<file path="src/rtl/reg_alu_pkg.sv">
// reg_alu_pkg: opcode and FSM state types shared by the register ALU and its multiplier
package reg_alu_pkg;
   typedef enum logic [1:0] {OP_WRITE, OP_ADD, OP_SUB, OP_MUL} op_e;
   typedef enum logic [1:0] {IDLE, MUL, HOLD} state_e;
endpackage

</file>
<file path="src/rtl/reg_alu_mult.sv">
// reg_alu_mult: full-width unsigned multiplier whose done flag rises LAT edges after start
module reg_alu_mult #(
   parameter int DATA_W = 16,
   parameter int LAT = 3
) (
   input  logic                  clk,
   input  logic                  rst,
   input  logic                  start,
   input  logic [DATA_W-1:0]     a,
   input  logic [DATA_W-1:0]     b,
   output logic                  done,
   output logic [2*DATA_W-1:0]   p
);
   localparam int CW = LAT > 1 ? $clog2(LAT) : 1;
   logic [CW-1:0] cnt;
   logic busy;
   assign done = busy && cnt == '0;
   always_ff @(posedge clk or negedge rst) begin
      if (!rst) begin
         busy <= 1'b0;
         cnt <= '0;
         p <= '0;
      end else if (start) begin
         busy <= 1'b1;
         cnt <= CW'(LAT - 1);
         p <= {{DATA_W{1'b0}}, a} * {{DATA_W{1'b0}}, b};
      end else if (done) begin
         busy <= 1'b0;
      end else if (busy) begin
         cnt <= cnt - 1'b1;
      end
   end
endmodule

</file>
<file path="src/rtl/reg_alu_pipe.sv">
// reg_alu_pipe: register-file ALU with multi-cycle multiply and a valid/ready result handshake
module reg_alu_pipe
   import reg_alu_pkg::*;
#(
   parameter int DATA_W = 16,
   parameter int NUM_REGS = 4,
   parameter int MUL_LAT = 3,
   localparam int SEL_W = NUM_REGS > 2 ? $clog2(NUM_REGS) : 1
) (
   input  logic                  clk,
   input  logic                  rst,
   input  logic [DATA_W-1:0]     data_i,
   input  logic [SEL_W-1:0]      reg_sel,
   input  logic [1:0]            instru,
   input  logic                  valid_i,
   output logic                  ready_o,
   output logic [2*DATA_W-1:0]   data_o,
   output logic                  valid_o,
   input  logic                  ready_i
);
   localparam int DEPTH = 1 << SEL_W;
   state_e state, nxt;
   op_e op;
   logic [DATA_W-1:0] regs [DEPTH];
   logic [DATA_W-1:0] a_q, b_q, b, diff;
   logic [2*DATA_W-1:0] p;
   logic sub_q, pend, nxt_pend, nxt_ready, accept, in_range, start, done;
   assign op = op_e'(instru);
   assign accept = valid_i & ready_o;
   assign in_range = int'(reg_sel) < NUM_REGS;
   assign b = in_range ? regs[reg_sel] : '0;
   assign start = accept && op == OP_MUL;
   assign nxt_pend = accept && (op == OP_ADD || op == OP_SUB);
   assign diff = a_q - b_q;
   reg_alu_mult #(.DATA_W(DATA_W), .LAT(MUL_LAT)) u_mult (
      .clk(clk), .rst(rst), .start(start), .a(regs[0]), .b(b), .done(done), .p(p)
   );
   always_comb begin
      nxt = state;
      if (state == IDLE) nxt = pend ? HOLD : start ? MUL : IDLE;
      if (state == MUL && done) nxt = HOLD;
      if (state == HOLD && ready_i) nxt = IDLE;
      nxt_ready = nxt == IDLE && !nxt_pend;
   end
   always_ff @(posedge clk or negedge rst) begin
      if (!rst) begin
         state <= IDLE;
         ready_o <= 1'b0;
      end else begin
         state <= nxt;
         ready_o <= nxt_ready;
      end
   end
   // ADD/SUB stay in IDLE for one pending cycle with ready_o low, then deliver into HOLD
   always_ff @(posedge clk or negedge rst) begin
      if (!rst) begin
         for (int i = 0; i < DEPTH; i++) regs[i] <= '0;
         a_q <= '0;
         b_q <= '0;
         sub_q <= 1'b0;
         pend <= 1'b0;
         data_o <= '0;
         valid_o <= 1'b0;
      end else begin
         if (accept && op == OP_WRITE && in_range) regs[reg_sel] <= data_i;
         if (accept) begin
            a_q <= regs[0];
            b_q <= b;
            sub_q <= op == OP_SUB;
         end
         pend <= nxt_pend;
         if (pend) begin
            data_o <= sub_q ? {{DATA_W{diff[DATA_W-1]}}, diff}
                            : {{DATA_W{1'b0}}, a_q} + {{DATA_W{1'b0}}, b_q};
            valid_o <= 1'b1;
         end else if (state == MUL && done) begin
            data_o <= p;
            valid_o <= 1'b1;
         end else if (state == HOLD && ready_i) begin
            valid_o <= 1'b0;
         end
      end
   end
endmodule
</file>
<file path="config.mk">
export PLATFORM = sky130hd
export DESIGN_NAME = reg_alu_pipe
export DESIGN_NICKNAME = d
export VERILOG_FILES = /design/src/rtl/reg_alu_pkg.sv /design/src/rtl/reg_alu_mult.sv /design/src/rtl/reg_alu_pipe.sv
export SDC_FILE = /design/constraint.sdc
export NUM_CORES = 1
export LEC_CHECK = 0
export CAP_MARGIN = 15
export CORE_ASPECT_RATIO = 1.1
export CORE_UTILIZATION = 45
export CTS_CLUSTER_SIZE = 20
export DETAILED_ROUTE_END_ITERATION = 7
export SYNTH_ARGS = -nofsm -noshare
export SYNTH_HDL_FRONTEND = slang
export SYNTH_SLANG_ARGS = --single-unit
export TNS_END_PERCENT = 100
</file>
<file path="constraint.sdc">
create_clock -name clk -period 19.85 [get_ports clk]
set_input_delay 3.97 -clock clk [delete_from_list [all_inputs] [get_ports clk]]
set_output_delay 3.97 -clock clk [all_outputs]
set_load 0.02 [all_outputs]
</file>
# Yosys cells after proc, flatten, opt, wreduce, memory -nomap -nowiden
# Index checks and enable logic that the tools add are counted.
# Widths: inputs -> output; s select.
# totals
mem_bits_ro	0
memories	0
latch_bits	0
elab_cells	70
input_bits	24
ff_bits	169
ram_bits	0
# op_classes
n_shift	0
eq_ne	6
n_mul	1
add_sub_neg	3
n_lt_le_gt_ge	2
bitwise_logic	2
reduce_logical	19
n_div	0
mux	22
# ops
op	n
$mux 32	3
$bwmux 64	1
$mux 16	3
$bmux 16 s2	1
$demux 16 s2	1
$mul 16x16->32	1
$add 16x16->17	1
$sub 16x16->16	1
$mux 2	7
$logic_and 1x1->1	8
$logic_not 2->1	4
$eq 2x2->1 const B	3
$mux 1	6
$reduce_bool 2->1	3
$eq 2x1->1 const B	2
$ge 3x3->1 const B	1
$lt 3x1->1 const B	1
$not 2->3	1
$reduce_bool 3->1	1
$ne 2x2->1 const B	1
$reduce_and 2->1	1
$sub 2x1->2 const B	1
$and 1x1->1	1
$logic_not 1->1	1
$logic_or 1x1->1	1

# Longest topological paths before layout
# Gate-level depths: netlist of the first run.
# logic_depth
word_depth	9
mapped_depth	25
ltp_nobuf	21

# Modules after synthesis
# From an unflattened synthesis of the first run, not the netlist that was laid out.
# hier_totals
cells_unflattened	1815
hier_area_um2	17304.1
# modules_own_cells
mod	seq_area_each_um2	cells_each	area_per_inst_um2	instances
reg_alu_mult	875.8	1095	9922.0	1
reg_alu_pipe	3353.2	720	7382.1	1

# Worst setup path before layout of the first run
# OpenSTA, ideal clock, no wires.
# synth_timing
path_kind	input to register
startpoint	input port reg_sel[1]
endpoint	register u_mult.p[25]
setup_time_ps	137
path_slack_ps	9703
required_time_ps	19713
arrival_ps	10010
stages	23
path_buffers	3
path_cell_list	buf_2 > buf_2 > mux4_2 > clkbuf_1 > and2_1 > fa_1 > inv_1 > fa_1 > fa_1 > inv_1 > fa_1 > fa_1 > inv_1 > fa_1 > inv_1 > ha_1 > a21o_1 > a21o_1 > a221o_1 > a221oi_2 > a211oi_1 > mux2i_1 > o311ai_1
# synth_between
elab_chain_len	5
# synth_lines
item	line_no	source
from (decl)	reg_alu_pipe.sv:13	input logic [SEL_W-1:0] reg_sel,
$not 2->3 (implied by the code)	reg_alu_pipe.sv:31	assign b = in_range ? regs[reg_sel] : '0;
$bmux 16 s2	reg_alu_pipe.sv:31	
$mux 16 (implied by the code) (2 in series)	reg_alu_pipe.sv:31	
$mul 16x16->32	reg_alu_mult.sv:26	p <= {{DATA_W{1'b0}}, a} * {{DATA_W{1'b0}}, b};
to (signal assigned)	reg_alu_mult.sv:26	
to (decl)	reg_alu_mult.sv:12	output logic [2*DATA_W-1:0] p
# No other way between the ends. The select of a mux whose other input is x is not followed.
# A chain may end at the register's enable or synchronous reset.

# Worst setup path in the final report of the first run
# layout_timing
startpoint	input port reg_sel[0]
endpoint	register u_mult.p[25]
# Same word-level chain as after synthesis.

==> flow_summary_export.csv, run 1 <==
group,metric,value,unit
status,status,"completed",
floorplanning,core,0.0380,mm2
yosys,syn_inst,1806,
timing,slew-limit-headroom,31.7,%
floorplanning,die_width,189,um
floorplanning,pin_count,58,
setup_path,cp-end-kind,"register",
yosys,syn_area,0.0173,mm2
power_and_ir_drop,fin_total_pwr,2.76,mW
timing,worst_pin_slew,1.02,ns
yosys,yosysWarnings,0,
global_routing,grt.busiest_layer,"met2",
detailed_routing,drt_first_pass_iters,5,
worst_hold_path,hold_start,"u_mult.p[0]",
setup_path,crit_fanout,20,
floorplanning,rows,75,
global_routing,grt_max_degree,101,
floorplanning,die-area,0.0393,mm2
yosys,yosysSeqAreaShare,24.4,%
layout,drive_gt1_share,9.42,%
power_and_ir_drop,power.density,146,mW/mm2
power_and_ir_drop,ir_drop,0.109,mV
yosys,async_flop_share,100,%
setup_path,max_stage_delay,0.72,ns
detailed_routing,drc,0,
yosys,synthFlopType,"dfrtp_1",
setup_path,startpoint,"reg_sel[0]",
timing,hold_viol_final,0,
global_routing,grt_pass1_wl,71700,um
setup_path,worstPathCellList,"clkdlybuf4s50_1 > buf_4 > mux4_2 > and2_1 > fa_1 > inv_1 > fa_1 > fa_1 > inv_1 > fa_1 > fa_1 > inv_1 > fa_1 > inv_1 > ha_1 > a21o_1 > a21o_1 > a221o_1 > a221oi_2 > a211oi_1 > mux2i_1 > o311ai_1",
placed_design,port_buffers,57,
clocking,cts_hold_buffers,0,
setup_path,crit_type,"in2reg",
clocking,worstSkewPairLatency,0.45,ns
detailed_routing,drt_first_iter_violations,684,
yosys,synth.distinct_cells,81,
setup_path,cp_num_buf_inv,6,
timing,rsz0062_at_grt,"false",
setup_path,start_kind,"input port",
layout,finalNetCount,2164,
clocking,cts_tree,"done",
detailed_routing,viasPerCell,5.44,
detailed_routing,wl_per_cell,18.6,um
setup_path,crit_path_top_delay_cell,"mux4_2",
setup_path,crit_top_cell,"fa_1",
yosys,synthesis.nets,2165,
global_routing,grt_pass1_vias,13214,
setup_path,r2r-start,"regs[55]",
detailed_routing,antenna_violating_nets_post_route,0,
timing,skew,0.0119,ns
setup_path,arrival,10.77,ns
timing,final-setup-viol-count,0,
setup_path,critPathRequiredTime,20.16,ns
global_routing,antenna_found_initial,0,
timing,max_freq,95.5,MHz
placed_design,gp_congestion,0.864,
clocking,htreeDepth,4,
yosys,synth-seq-cells,169,
yosys,synth_edf_count,0,
job,cap_violations,0,
setup_path,cpLargestDelayFamily,"adder cells",
clocking,postCtsResizedCells,0,
layout,area_growth,8.93,%
placed_design,dp_hpwl,32000,um
yosys,synth.avg_cell_area,9.59,um2
clocking,clockBufferDepth,2,
power_and_ir_drop,p_leak,9.26,nW
global_routing,met2_usage,36.8,%
timing,fin_crit_sh,52.7,%
global_routing,met3_usage,4.11,%
clocking,cts_setup_buffers,0,
global_routing,grt_use_total,23.3,%
clocking,cts.reportedPaths.clkPinSlew,0.07,ns
floorplanning,start_util,45.6,%
clocking,root_buffer,"clkbuf_16",
timing,fin_crit,10.47,ns
detailed_routing,wl,43100,um
floorplanning,die-height,208,um
timing,final.setup.tns,0,ns
global_routing,grt_overflow,0,
clocking,cts_buffers,17,
global_routing,grt_use_met1,32.9,%
detailed_routing,vias,12605,
worst_hold_path,hp-class,"reg2reg",
timing,slew_violations,0,
clocking,clock_sinks,169,
## cell type report
cell class / count / area (um2)
clock buffer: 20 / 437
sequential: 169 / 4230
inverter: 260 / 976
clock inverter: 10 / 170
fill: 3594 / 19100
tap: 500 / 626
antenna: 2 / 5.00
timing repair buffer: 73 / 692
multi-input combinational: 1284 / 11700
## tightest hold or removal path: stages (launching register included)
cell     delay (ns)
dfrtp_1        0.34
nand2_1        0.05
nand2_1        0.05
## cells by family after synthesis
logic type	Yosys count	synth area share, %
AND/OR/NAND/NOR	550	15.3
buffers and inverters	353	7.93
adder cells (fa/ha/maj)	335	32.7
AO/OA/AOI/OAI	263	10.3
flip-flops	169	24.4
multiplexers	108	7.98
XOR/XNOR	28	1.42
## cell usage after synthesis (all sizes together), types with 3 or more instances
library cell,number,area share [%]
nand4,9,0.33
nor3,14,0.43
fa,196,23
xnor2,18,0.91
a21o,22,0.95
a211oi,10,0.46
xor2,10,0.51
or3,3,0.14
nand2b,5,0.18
clkbuf,59,1.3
and3,22,0.79
mux2i,12,0.69
o21a,9,0.39
nor3b,4,0.20
o21bai,9,0.39
inv,260,5.6
ha,139,10
o21ai,70,2.0
nor2,44,0.95
o311ai,6,0.30
buf,34,1.0
a221oi,6,0.34
a21boi,4,0.20
nor2b,8,0.33
mux2,80,5.2
o31ai,12,0.55
mux4,16,2.1
nor4,4,0.23
dfrtp,169,24
a31oi,21,1.2
nand2,284,6.2
nand3,15,0.43
a21oi,63,1.8
o211ai,5,0.22
and2,128,4.6
## cells in the final DEF (no fill, tap or decap), drive strengths merged, types with 10 or more instances in the layout
cell type / synthesis / final
a21o: 22 / 22
and2: 128 / 128
ha: 139 / 139
nand3: 15 / 15
o31ai: 12 / 12
dfrtp: 169 / 169
buf: 34 / 17
o21ai: 70 / 70
mux2i: 12 / 12
mux4: 16 / 16
a211oi: 10 / 10
nor3: 14 / 14
nor2: 44 / 44
mux2: 80 / 80
nand2: 284 / 284
clkbuf: 59 / 20
xnor2: 18 / 18
a31oi: 21 / 21
fa: 196 / 196
a21oi: 63 / 63
xor2: 10 / 10
clkdlybuf4s50: 0 / 56
inv: 260 / 262
and3: 22 / 22
## per-layer routing
metal  wire, um  vias up
met5          0        -
met4        733        0
met3       1860       44
met2      20000      298
met1      20500     6412
li1           -     5851
## registers in the layout (all words and copies together) (netlist names)
register     cells
ready_o          1
state            2
b_q             16
a_q             16
u_mult.cnt       2
valid_o          1
data_o          32
u_mult.busy      1
pend             1
sub_q            1
regs            64
u_mult.p        32
## path summary, 6_finish.rpt
kind,endpoint,slack (ns),cells past startpoint
hold reg to reg,u_mult.p[0],0.47,2
min in group asynchronous,pend,3.60,1
setup reg to reg,u_mult.p[25],12.87,20
hold / removal,u_mult.p[0],0.47,2
setup / recovery,u_mult.p[25],9.38,22
max in group asynchronous,regs[26],14.78,2
## stage by stage
stage               hold slack (ns)  setup WS [ns]  util, %  cell area (um2)  instances
finish                        0.472           9.38     49.6            18900       2318
global route                  0.511           9.09     49.6            18900       2316
CTS                           0.474           9.37     49.6            18900       2316
detailed placement            0.457           8.87     48.0            18300       2286
global placement              0.454           9.01     48.0            18300       2286
floorplan                     0.439           9.70        -            17300       1806
## power by group
| part | internal [mW] | total [mW] | switching (mW) |
|---|---|---|---|
| Sequential | 0.476 | 0.613 | 0.137 |
| Combinational | 0.719 | 1.79 | 1.08 |
| Clock | 0.210 | 0.353 | 0.143 |
(Power assumes the default switching activity.)
==> inputs of run 2 (changes only) <==
==> constraint.sdc (replaced) <==
create_clock -name clk -period 9.7 [get_ports clk]
set_input_delay 1.94 -clock clk [delete_from_list [all_inputs] [get_ports clk]]
set_output_delay 1.94 -clock clk [all_outputs]
set_load 0.02 [all_outputs]
==> flow_summary_export.csv, run 2 (synthesis gave the netlist of run 1 again) <==
group,metric,value,unit
global_routing,grt_use_total,22.9,%
timing,fin_crit,8.62,ns
detailed_routing,viasPerCell,5.42,
floorplanning,start_util,45.6,%
layout,drive_gt1_share,9.63,%
layout,n_fill_cell,3613,
floorplanning,pin_count,58,
clocking,cts_tree,"done",
placed_design,dp_hpwl,32300,um
detailed_routing,drc,0,
timing,max_freq,116,MHz
setup_path,arrival,8.92,ns
setup_path,cp-end-kind,"register",
detailed_routing,drt_first_pass_iters,5,
placed_design,gp_congestion,0.867,
layout,top_regs,"regs x64, data_o x32, u_mult.p x32",
layout,fin_util,49.6,%
power_and_ir_drop,p_leak,9.26,nW
floorplanning,die-height,208,um
detailed_routing,wl_per_cell,18.4,um
detailed_routing,antenna_violating_nets_post_route,0,
global_routing,grt_overflow,0,
timing,rsz0062_at_grt,"false",
timing,worst_pin_slew,1.01,ns
layout,finalNetCount,2163,
timing,fin_crit_sh,88.9,%
global_routing,grt_pass1_wl,71300,um
setup_path,worstRegToRegCells,20,
clocking,cts_setup_buffers,0,
floorplanning,die_width,189,um
power_and_ir_drop,ir_drop,0.155,mV
global_routing,grt_pass1_vias,13058,
layout,area_growth,8.89,%
worst_hold_path,hp-class,"reg2reg",
layout,final_cell_mix,"nand2_1 (283), inv_1 (260), fa_1 (196), dfrtp_1 (169), ha_1 (139)",
placed_design,dp_cells,2285,
layout,antenna-diode-count,0,
power_and_ir_drop,power.density,297,mW/mm2
clocking,htreeDepth,4,
detailed_routing,drt_first_iter_violations,663,
detailed_routing,vias,12549,
floorplanning,core,0.0380,mm2
clocking,worstSkewPairLatency,0.45,ns
clocking,cts.reportedPaths.clkPinSlew,0.07,ns
setup_path,start_kind,"input port",
clocking,root_buffer,"clkbuf_16",
setup_path,critPathRequiredTime,10.00,ns
setup_path,crit_type,"in2reg",
placed_design,port_buffers,57,
job,cap_violations,0,
clocking,postCtsResizedCells,0,
detailed_routing,wl,42600,um
timing,slew-limit-headroom,32.4,%
status,status,"completed",
setup_path,crit_fanout,17,
clocking,clock_sinks,169,
layout,finalNonFillerCells,2317,
clocking,cts_hold_buffers,0,
layout,final_common_cell,"nand2_1",
floorplanning,rows,75,
timing,slew_violations,0,
global_routing,antenna_found_initial,0,
worst_hold_path,whs_path_depth,2,
layout,top_register,"regs",
clocking,clockBufferDepth,2,
floorplanning,die-area,0.0393,mm2
timing,hold_viol_final,0,
placed_design,placed_cell_area,0.0182,mm2
layout,largest_register_ffs,64,
timing,final-setup-viol-count,0,
clocking,cts_buffers,17,
layout,finalInstanceArea,0.0189,mm2
global_routing,grt_max_degree,109,
timing,final.setup.tns,0,ns
timing,hold_slack,0.472,ns
timing,skew,0.0177,ns
[run 2: cell count changes in the layout (fill, tap and decap cells not counted)]
| cell | delta |
|---|---|
| clkinvlp_4 | -2 |
| diode_2 | -2 |
| inv_8 | +2 |
| nor3b_4 | -1 |
| bufinv_16 | -3 |
| clkbuf_8 | +1 |
| clkinv_4 | +1 |
| clkinv_8 | +4 |
| buf_4 | -1 |
| nor3b_2 | +1 |
| inv_6 | +2 |
| clkbuf_1 | -3 |
[run 2: worst max-delay path: stages]
cell and delay [ns]:
clkdlybuf4s50_1 0.86, buf_4 0.32, mux4_2 0.75, and2_1 0.28
fa_1 0.57, fa_1 0.44, fa_1 0.52, fa_1 0.43
fa_1 0.49, inv_1 0.05, fa_1 0.47, inv_1 0.04
ha_1 0.36, nand4_1 0.13, or2_1 0.24, o221a_2 0.34
and2_1 0.17, a21oi_1 0.18, mux2i_1 0.20, o311ai_0 0.13
[run 2: layout make-up]
class                           count  area [um2]  share of cell area [%]
Multi-Input combinational cell   1284       11700                    62.2
Timing Repair Buffer               72         684                    3.63
Clock buffer                       18         439                    2.33
Tap cell                          500         626                    3.32
Clock inverter                     14         179                   0.949
Inverter                          260         976                    5.18
Sequential cell                   169        4230                    22.4
[run 2: path summary, 6_finish.rpt]
path                            slack, ns        start            to
worst max-delay path                 1.08   reg_sel[1]  u_mult.p[30]
worst min-delay path                 0.47  u_mult.p[0]   u_mult.p[0]
worst max register to register       2.67     regs[52]  u_mult.p[25]
worst min register to register       0.47  u_mult.p[0]   u_mult.p[0]
max in group asynchronous            6.76          rst    data_o[18]
min in group asynchronous            1.58          rst     data_o[3]
[run 2: stage by stage]
step	power (mW)	worst slack (ns)
after floorplan	3.82	1.58
after global placement	4.84	0.668
after detailed placement	4.90	0.607
after CTS	5.63	1.07
after global routing	6.16	0.755
final	5.60	1.08
[run 2: power breakdown]
part / leakage [nW] / switching (mW) / internal (mW) / total (mW)
clock network: 0.295 / 0.327 / 0.377 / 0.704
registers: 2.19 / 0.323 / 0.972 / 1.30
logic: 6.77 / 2.14 / 1.47 / 3.60
[run 2: routing by layer]
layer / vias up / part of all wire (%) / global-route usage, %
li1: 5857 / - / -
met2: 281 / 47 / 36.6
met4: 0 / 1.5 / 5.34
met5: - / 0 / 0
met1: 6364 / 48 / 33.1
met3: 47 / 4.3 / 3.08
